<file path="src/rtl/conv_matrix_buf.sv">
// ---------------------------------------------------------------------------
// conv_matrix_buf
//
// ROWS x COLS matrix buffer for convolution front-ends.  A matrix is loaded
// as a raster stream of N = ROWS*COLS words and then streamed back out,
// either in row-major or column-major (transposed) order.  The contents are
// kept after a readback, so the same matrix can be read any number of times.
//
// Ports
//   clk         in   single clock, rising edge
//   rst_n       in   asynchronous active-low reset
//   start_load  in   pulse: begin raster load of N words (IDLE or FULL)
//   din_valid   in   din holds a word to write (only honoured in LOAD)
//   din         in   write data, DATA_W bits, stored unmodified
//   din_ready   out  block accepts din this cycle (state LOAD)
//   start_read  in   pulse: begin readback of N words (FULL only)
//   col_major   in   readback order, sampled with an accepted start_read
//   dout        out  read data, holds its value between valid words
//   dout_valid  out  dout valid this cycle
//   dout_last   out  dout is the Nth word of a readback
//   full        out  all N words loaded since the last start_load
//   busy        out  state is CLEAR, LOAD or READ
//   wr_count    out  words accepted in the current load
//
// Build option
//   CONV_MATRIX_BUF_MEM_CLEAR_EN  when defined, the block walks through the
//   whole memory writing zero after every reset release (state CLEAR) before
//   it becomes IDLE.  When undefined there is no clear logic at all.
// ---------------------------------------------------------------------------
module conv_matrix_buf #(
    parameter  int DATA_W = 8,
    parameter  int ROWS   = 8,
    parameter  int COLS   = 8,
    localparam int N      = ROWS * COLS,
    localparam int CW     = $clog2(N + 1)
) (
    input  logic              clk,
    input  logic              rst_n,
    input  logic              start_load,
    input  logic              din_valid,
    input  logic [DATA_W-1:0] din,
    output logic              din_ready,
    input  logic              start_read,
    input  logic              col_major,
    output logic [DATA_W-1:0] dout,
    output logic              dout_valid,
    output logic              dout_last,
    output logic              full,
    output logic              busy,
    output logic [CW-1:0]     wr_count
);

    localparam int AW = $clog2(N);      // memory address width
    localparam int RW = $clog2(ROWS);   // row counter width
    localparam int KW = $clog2(COLS);   // column counter width

    typedef enum logic [2:0] {
        ST_IDLE  = 3'd0,
        ST_CLEAR = 3'd1,
        ST_LOAD  = 3'd2,
        ST_FULL  = 3'd3,
        ST_READ  = 3'd4
    } state_t;

    state_t state_q, state_d;

    // Load side
    logic [CW-1:0] wr_count_q, wr_count_d;

    // Read address generator
    logic [AW-1:0] rd_addr_q, rd_addr_d;
    logic [AW-1:0] rd_cnt_q,  rd_cnt_d;
    logic [RW-1:0] rd_row_q,  rd_row_d;
    logic [KW-1:0] rd_col_q,  rd_col_d;
    logic          rd_order_q, rd_order_d;   // 1 = column-major

    // Output pipeline
    logic [DATA_W-1:0] dout_q;
    logic              dout_valid_q;
    logic              dout_last_q;

    // Storage and its single write port
    logic [DATA_W-1:0] mem_q [N];
    logic              mem_we;
    logic [AW-1:0]     mem_waddr;
    logic [DATA_W-1:0] mem_wdata;

    // Handshake decodes
    logic idle_open;   // IDLE may accept start_load (no clear pending)
    logic load_go;
    logic read_go;
    logic wr_accept;
    logic wr_last;
    logic rd_issue;
    logic rd_final;

`ifdef CONV_MATRIX_BUF_MEM_CLEAR_EN
    logic          clr_pending_q, clr_pending_d;
    logic [AW-1:0] clr_addr_q,    clr_addr_d;
    logic          clr_done;

    // The pending flag is set by reset, so the block passes through exactly
    // one IDLE cycle after release and then sweeps the memory.
    assign idle_open = ~clr_pending_q;
    assign clr_done  = (clr_addr_q == AW'(N - 1));
`else
    assign idle_open = 1'b1;
`endif

    // start_load wins over start_read when both arrive in FULL.
    assign load_go   = start_load &
                       (((state_q == ST_IDLE) & idle_open) | (state_q == ST_FULL));
    assign read_go   = start_read & ~start_load & (state_q == ST_FULL);
    assign wr_accept = (state_q == ST_LOAD) & din_valid;
    assign wr_last   = wr_accept & (wr_count_q == CW'(N - 1));
    assign rd_issue  = (state_q == ST_READ);
    assign rd_final  = rd_issue & (rd_cnt_q == AW'(N - 1));

    // -----------------------------------------------------------------------
    // FSM: state register
    // -----------------------------------------------------------------------
    always_ff @(posedge clk or negedge rst_n) begin
        if (!rst_n) begin
            state_q <= ST_IDLE;
        end else begin
            state_q <= state_d;
        end
    end

    // -----------------------------------------------------------------------
    // FSM: next-state logic
    // -----------------------------------------------------------------------
    always_comb begin
        state_d = state_q;
        case (state_q)
            ST_IDLE: begin
`ifdef CONV_MATRIX_BUF_MEM_CLEAR_EN
                if (clr_pending_q) begin
                    state_d = ST_CLEAR;
                end else if (load_go) begin
                    state_d = ST_LOAD;
                end
`else
                if (load_go) begin
                    state_d = ST_LOAD;
                end
`endif
            end
`ifdef CONV_MATRIX_BUF_MEM_CLEAR_EN
            ST_CLEAR: begin
                if (clr_done) begin
                    state_d = ST_IDLE;
                end
            end
`endif
            ST_LOAD: begin
                if (wr_last) begin
                    state_d = ST_FULL;
                end
            end
            ST_FULL: begin
                if (load_go) begin
                    state_d = ST_LOAD;
                end else if (read_go) begin
                    state_d = ST_READ;
                end
            end
            ST_READ: begin
                // Returning to FULL after the last address means a new
                // start_read can be taken in the cycle that shows dout_last.
                if (rd_final) begin
                    state_d = ST_FULL;
                end
            end
            default: state_d = ST_IDLE;
        endcase
    end

    // -----------------------------------------------------------------------
    // FSM: state-decoded outputs
    // -----------------------------------------------------------------------
    always_comb begin
        din_ready = (state_q == ST_LOAD);
        busy      = (state_q == ST_CLEAR) | (state_q == ST_LOAD) | (state_q == ST_READ);
        // The matrix stays complete while it is being read back.
        full      = (state_q == ST_FULL) | (state_q == ST_READ);
    end

    // -----------------------------------------------------------------------
    // Load counter: doubles as the raster write address r*COLS+c
    // -----------------------------------------------------------------------
    always_comb begin
        wr_count_d = wr_count_q;
        if (load_go) begin
            wr_count_d = '0;
        end else if (wr_accept) begin
            wr_count_d = wr_count_q + CW'(1);
        end
    end

    always_ff @(posedge clk or negedge rst_n) begin
        if (!rst_n) begin
            wr_count_q <= '0;
        end else begin
            wr_count_q <= wr_count_d;
        end
    end

    // -----------------------------------------------------------------------
    // Read address generator
    //   row-major:    address simply increments
    //   column-major: row index runs fastest; stepping a row adds COLS, and
    //                 wrapping the row restarts at the next column's top.
    // -----------------------------------------------------------------------
    always_comb begin
        rd_addr_d  = rd_addr_q;
        rd_cnt_d   = rd_cnt_q;
        rd_row_d   = rd_row_q;
        rd_col_d   = rd_col_q;
        rd_order_d = rd_order_q;
        if (read_go) begin
            rd_addr_d  = '0;
            rd_cnt_d   = '0;
            rd_row_d   = '0;
            rd_col_d   = '0;
            rd_order_d = col_major;
        end else if (rd_issue) begin
            rd_cnt_d = rd_cnt_q + AW'(1);
            if (!rd_order_q) begin
                rd_addr_d = rd_addr_q + AW'(1);
            end else if (rd_row_q == RW'(ROWS - 1)) begin
                rd_row_d  = '0;
                rd_col_d  = rd_col_q + KW'(1);
                rd_addr_d = AW'(rd_col_q) + AW'(1);
            end else begin
                rd_row_d  = rd_row_q + RW'(1);
                rd_addr_d = rd_addr_q + AW'(COLS);
            end
        end
    end

    always_ff @(posedge clk or negedge rst_n) begin
        if (!rst_n) begin
            rd_addr_q  <= '0;
            rd_cnt_q   <= '0;
            rd_row_q   <= '0;
            rd_col_q   <= '0;
            rd_order_q <= 1'b0;
        end else begin
            rd_addr_q  <= rd_addr_d;
            rd_cnt_q   <= rd_cnt_d;
            rd_row_q   <= rd_row_d;
            rd_col_q   <= rd_col_d;
            rd_order_q <= rd_order_d;
        end
    end

    // -----------------------------------------------------------------------
    // Memory clear sweep (optional)
    // -----------------------------------------------------------------------
`ifdef CONV_MATRIX_BUF_MEM_CLEAR_EN
    always_comb begin
        clr_pending_d = clr_pending_q;
        clr_addr_d    = '0;
        if ((state_q == ST_IDLE) && clr_pending_q) begin
            clr_pending_d = 1'b0;
        end
        if (state_q == ST_CLEAR) begin
            clr_addr_d = clr_addr_q + AW'(1);
        end
    end

    always_ff @(posedge clk or negedge rst_n) begin
        if (!rst_n) begin
            clr_pending_q <= 1'b1;
            clr_addr_q    <= '0;
        end else begin
            clr_pending_q <= clr_pending_d;
            clr_addr_q    <= clr_addr_d;
        end
    end
`endif

    // -----------------------------------------------------------------------
    // Memory write port: load data, or zeros during the clear sweep
    // -----------------------------------------------------------------------
    always_comb begin
        mem_we    = wr_accept;
        mem_waddr = AW'(wr_count_q);
        mem_wdata = din;
`ifdef CONV_MATRIX_BUF_MEM_CLEAR_EN
        if (state_q == ST_CLEAR) begin
            mem_we    = 1'b1;
            mem_waddr = clr_addr_q;
            mem_wdata = '0;
        end
`endif
    end

    // No reset on the array itself so it maps onto block RAM.
    always_ff @(posedge clk) begin
        if (mem_we) begin
            mem_q[mem_waddr] <= mem_wdata;
        end
    end

    // -----------------------------------------------------------------------
    // Registered read: data, valid and last line up one cycle after the
    // address is issued.  dout only loads on a read so it holds between
    // streams.
    // -----------------------------------------------------------------------
    always_ff @(posedge clk or negedge rst_n) begin
        if (!rst_n) begin
            dout_q       <= '0;
            dout_valid_q <= 1'b0;
            dout_last_q  <= 1'b0;
        end else begin
            dout_valid_q <= rd_issue;
            dout_last_q  <= rd_final;
            if (rd_issue) begin
                dout_q <= mem_q[rd_addr_q];
            end
        end
    end

    assign dout       = dout_q;
    assign dout_valid = dout_valid_q;
    assign dout_last  = dout_last_q;
    assign wr_count   = wr_count_q;

endmodule

</file>
<file path="config.mk">
export PLATFORM = sky130hd
export DESIGN_NAME = conv_matrix_buf
export DESIGN_NICKNAME = d
export VERILOG_FILES = /design/src/rtl/conv_matrix_buf.sv
export SDC_FILE = /design/constraint.sdc
export NUM_CORES = 1
export LEC_CHECK = 0
export ABC_AREA = 1
export ABC_CLOCK_PERIOD_IN_PS = 2650
export BUFFER_PORTS_ARGS = -buffer_cell sky130_fd_sc_hd__buf_4
export CAP_MARGIN = 20
export CORE_MARGIN = 2
export CORE_UTILIZATION = 56
export DETAILED_ROUTE_END_ITERATION = 6
export GPL_ROUTABILITY_DRIVEN = 0
export PLACE_DENSITY = 0.75
export SLEW_MARGIN = 20
export SYNTH_ARGS = -nofsm -noshare
export SYNTH_HDL_FRONTEND = slang
export SYNTH_SLANG_ARGS = --single-unit
</file>
<file path="constraint.sdc">
create_clock -name clk -period 2.65 [get_ports clk]
set_clock_uncertainty 0.2 [all_clocks]
set_input_delay 0.265 -clock clk [delete_from_list [all_inputs] [get_ports clk]]
set_output_delay 0.265 -clock clk [all_outputs]
set_load 0.01 [all_outputs]
</file>
Word level (Yosys, flattened, before mapping)
Memories as Yosys holds them, arrays and structs flattened. A register that Yosys moved wholly into a read port is not among the register bits.
Index checks and enable logic that the tools add are counted.
{"block": "word_totals", "register_bits": 31, "latchBits": 0, "mem_bits_rw": 512, "rom_bits": 0, "in_bits": 14, "output_inout_bits": 20, "wordCells": 72, "mem_count": 1}
{"block": "op_classes", "addsub": 7, "multipliers": 0, "n_div": 0, "n_lt_le_gt_ge": 0, "n_eq_ne": 11, "n_shift": 0, "n_mux": 24, "bitwise": 11, "n_reduce_logical": 9}
{"name": "mem_q", "words": 64, "word_bits": 8, "rd": 1, "rd_clocked_by_memory_dff": 1, "write_ports": 1, "line": "83", "source": "logic [DATA_W-1:0] mem_q [N];"}
{"op": "$mux W3", "count": 13}
{"op": "$mux W6", "count": 6}
{"op": "$mux W7", "count": 2}
{"op": "$add A6 B1 Y6 const B", "count": 2}
{"op": "$pmux W3 S4", "count": 1}
{"op": "$reduce_bool A2 Y1", "count": 4}
{"op": "$add A7 B1 Y7 const B", "count": 1}
{"op": "$eq A7 B6 Y1 const B", "count": 1}
{"op": "$add A3 B1 Y3 const B", "count": 2}
{"op": "$add A6 B4 Y6 const B", "count": 1}
{"op": "$and A1 B1 Y1", "count": 6}
{"op": "$eq A3 B2 Y1 const B", "count": 2}
{"op": "$eq A3 B3 Y1 const B", "count": 2}
{"op": "$eq A6 B6 Y1 const B", "count": 1}
{"op": "$add A3 B1 Y4 const B", "count": 1}
{"op": "$ne A2 B1 Y1 const B", "count": 2}
{"op": "$or A1 B1 Y1", "count": 4}
{"op": "$reduce_and A4 Y1", "count": 1}
{"op": "$eq A3 B1 Y1 const B", "count": 1}
{"op": "$logic_not A3 Y1", "count": 1}
{"op": "$ne A3 B3 Y1 const B", "count": 1}
{"op": "$reduce_and A3 Y1", "count": 1}
{"op": "$mux W1", "count": 2}
{"op": "$ne A2 B2 Y1 const B", "count": 1}
{"op": "3 further kinds", "count": 3}

Depth between registers and ports, before layout
{"block": "depth", "word_depth": 6, "mapped_depth": 13, "ltp_nobuf": 11}

Worst setup path before layout
No wires, ideal clock.
{"block": "synth_path", "kind": "register -> register", "startpoint": "reg state_q[2]", "endpoint": "mem mem_q[47][0] (enable)", "setup_time_ns": 0.395, "arrival_ns": 1.928, "t_required_ns": 2.055, "setup_slack_ns": 0.127, "stages_incl_launch_ff": 8, "n_path_buf": 0, "synth_period_minus_slack_ns": 2.523, "cell_sequence": "dfrtp_1 > inv_2 > nand2_1 > nor2_2 > nand2_2 > inv_1 > nand2_1 > nor4_1"}
{"block": "synth_via", "elab_chain_cells": 4}
{"item": "start: declaration", "line": "65", "source": "state_t state_q, state_d;"}
{"item": "start signal: assignment", "line": "126", "source": "state_q <= state_d;"}
{"item": "$eq A3 B2 Y1"}
{"item": "via din_ready", "line": "42", "source": "output logic din_ready,"}
{"item": "$and A1 B1 Y1", "line": "114", "source": "assign wr_accept = (state_q == ST_LOAD) & din_valid;"}
{"item": "$mux W1", "line": "302", "source": "if (mem_we) begin"}
{"item": "$mux W1 (implied by the code)", "line": "303", "source": "mem_q[mem_waddr] <= mem_wdata;"}
{"item": "end: declaration", "line": "83"}
The timed path passes the listed nets, and every way through them passes these cells.

Worst setup path in the final report
{"block": "layout_path", "startpoint": "reg state_q[2]", "endpoint": "mem mem_q[10][5] (enable)"}
{"block": "layout_via", "elab_chain_cells": 4}
{"item": "$eq A3 B2 Y1", "line": "114"}
{"item": "$and A1 B1 Y1", "line": "114"}
{"item": "$mux W1", "line": "302"}
{"item": "$mux W1 (implied by the code)", "line": "303"}
No other way between the ends.

==> results_dict.tcl <==
set metrics [dict create \
    outcome "finished clean" \
    setup_viol_count_final 0 \
    fin_setup_tns_ns 0 \
    cts_resized 0 \
    yosys-top-cells-count "nand2_1, edfxtp_1, nand3_1" \
    clock-root-buffer "clkbuf_16" \
    cts_tree "built" \
    drv_cap 0 \
    top_layer_used "met4" \
    drt-met1-wl_mm 23.1 \
    die_height_um 205 \
    utilization_pct 65.3 \
    netlist_area_mm2 0.0227 \
    path_max_fanout 8 \
    grt_pass1_vias 15100 \
    r2r_slack_ns 0.20 \
    slowest_delay_ns 0.42 \
    crit_chain "inv_2 -> nand2_1 -> nor2_2 -> nand2_2 -> inv_1 -> nand3_1 -> nor2_1 -> buf_4" \
    h-tree-depth 2 \
    synth.most_common_cell "nand2_1" \
    first_pass_iters 6 \
    dr_wl_met3_mm 5.99 \
    insertedDiodeCount 0 \
    clkTransAtPathRegs_ns 0.06 \
    seq_area_frac_synth_pct 72.1 \
    max_slew_margin_pct 31.9 \
    synth_top_area_cell "edfxtp_1" \
    vias_per_cell 5.87 \
    synth_area_leaders "edfxtp_1, nand2_1, nand3_1" \
    port_buffers 33 \
    fmax_mhz 408 \
    die_area_mm2 0.0422 \
    rsz0062_at_grt "no" \
    area_delta_synth_final_pct 14.6 \
    async_flop_share_pct 7.08 \
    ys.flop_type "edfxtp_1" \
    wl_met2_mm 26.2 \
    drive_gt1_share_pct 11.6 \
    vias 15800 \
    initialDrtViolationCount 2164 \
    fillers 2858 \
    clock_sinks 551 \
    drcViolationCount 0 \
    rows 73 \
    overflow 0 \
    nets 2144 \
    place_hpwl_mm 35.9 \
    wl_mm 57.5 \
    synth.distinct_cells 36 \
    worstHoldPathType "in -> reg" \
    crit_path_end_kind "flop" \
    cts_buffer_depth 3 \
    avgSynthCellArea_um2 11.3 \
    track_usage_pct 27.9 \
    pwr_density_cell_mw_per_mm2 826 \
    postRouteAntennaNets 0 \
    finalHoldViolations 0 \
    worstSetupPathType "reg -> reg" \
    initial_core_util_pct 57.0 \
    report.final.slew_viol_count 0 \
    slowest_stage "nand3_1" \
    path_buf_inv 3 \
    die_w_um 205 \
    crit_required_ns 2.73 \
    finalPower_mw 21.5 \
    worst_pin_slew_ns 1.02 \
    fin_crit_ns 2.45 \
    ys_warn_count 0 \
    grt_max_degree 98 \
    startpoint_type "flop" \
    vdd_ir_drop_max_mv 0.515 \
    fin_crit_sh_pct 92.6 \
    power.static_leakage_nw 9.84 \
    wl_per_cell_um 21.4 \
    clkLatencyLatePin_ns 0.60 \
    holdWs_ns 0.0151 \
    synth_cells 2006 \
    layoutNonFillerInstCount 2693 \
    worstPathArrival_ns 2.54 \
    cp_top_family "simple AND/OR/NAND/NOR gates" \
    synth-edff-count 512 \
    num_io_pins 34 \
    syn-num-nets 2027 \
    synth_seq_cells 551 \
    antenna_found_initial 0 \
    coreArea_mm2 0.0398 \
    place_inst 2579 \
    cts_buffers 53 \
    grt_pass1_wl_mm 87.2 \
    synth_top_area_share_pct 67.8 \
]
## worst reg2reg max path: stages (launching register included)
cell	delay [ns]
dfrtp_1	0.38
inv_2	0.07
nand2_1	0.09
nor2_2	0.19
nand2_2	0.16
inv_1	0.20
nand3_1	0.42
nor2_1	0.26
buf_4	0.21
## logic make-up (layout without fill, tap and decap cells)
| kind of cell | after synthesis | after routing | share of synthesized area, % |
|---|---|---|---|
| DFF | 551 | 551 | 72.1 |
| xor gates and xnor gates | 2 | 2 | 0.0772 |
| AOI/OAI and AO/OA | 104 | 104 | 2.44 |
| adders and majority gates | 7 | 7 | 0.386 |
| buffers and inverters | 140 | 302 | 3.05 |
| and+or+nand+nor | 1202 | 1202 | 22.0 |
## power breakdown
group	internal, mW	leakage (nW)	switching (mW)	total, mW
clock	4.28	0.845	3.17	7.44
combinational	1.20	3.89	2.94	4.14
sequential	9.72	5.10	0.167	9.89
total	15.2	9.84	6.28	21.5
## per-stage QoR
step | instance area (µm²) | setup slack (ns)
detailed placement | 24100 | 0.268
finish | 26000 | 0.196
floorplan | 22700 | 0.127
global placement | 24100 | 0.330
CTS | 26000 | 0.239
global route | 26000 | 0.0316
## repair_timing
action	4_1_cts	5_1_grt
hold buffers	14	0
endpoints found under the hold margin	202	0
buffers inserted	0	0
## routing by layer
layer,GRT usage [%],vias up
li1,-,7179
met1,39.2,7558
met4,12.2,0
met2,42.5,892
met5,0,-
met3,5.61,183
## registers in the layout (all words and copies together), names as in the netlist
register	flops
dout_valid	1
rd_row_q	3
dout_last	1
rd_addr_q	6
state_q	3
rd_order_q	1
dout	8
mem_q	512
rd_cnt_q	6
wr_count	7
rd_col_q	3
## path summary, 6_finish.rpt
check	from	endpoint	cells past startpoint
worst max register to register	state_q[2]	mem_q[10][5]	8
worst min register to register	dout[6]	dout[6]	2
min in group asynchronous	rst_n	rd_cnt_q[2]	3
worst max-delay path	state_q[2]	mem_q[10][5]	8
worst min-delay path	din[0]	mem_q[26][0]	1
max in group asynchronous	rst_n	rd_addr_q[0]	3
## cells in the final DEF, fill, tap and decap left out, types with 3 or more instances in the layout
cell type,count
nor2_1,84
clkinv_2,14
o21ai_1,5
inv_2,6
clkinvlp_4,3
edfxtp_1,512
clkinv_1,13
nor2_2,4
dlygate4sd3_1,13
a21oi_1,73
nand2_1,768
clkbuf_1,8
ha_1,7
nor2_4,3
buf_12,16
bufinv_16,5
nor3_1,9
o21ai_0,15
nand3_1,325
inv_1,28
clkbuf_16,55
dfrtp_1,37
buf_4,136
## area by class of cell
class	instances	area [µm²]	share of cell area, %
Inverter	36	140	0.539
Multi-Input combinational cell	1315	5650	21.7
Clock inverter	37	314	1.21
Timing Repair Buffer	166	1480	5.68
Tap cell	525	657	2.53
Sequential cell	551	16400	62.9
Clock buffer	63	1410	5.41
(Power assumes the default switching activity.)
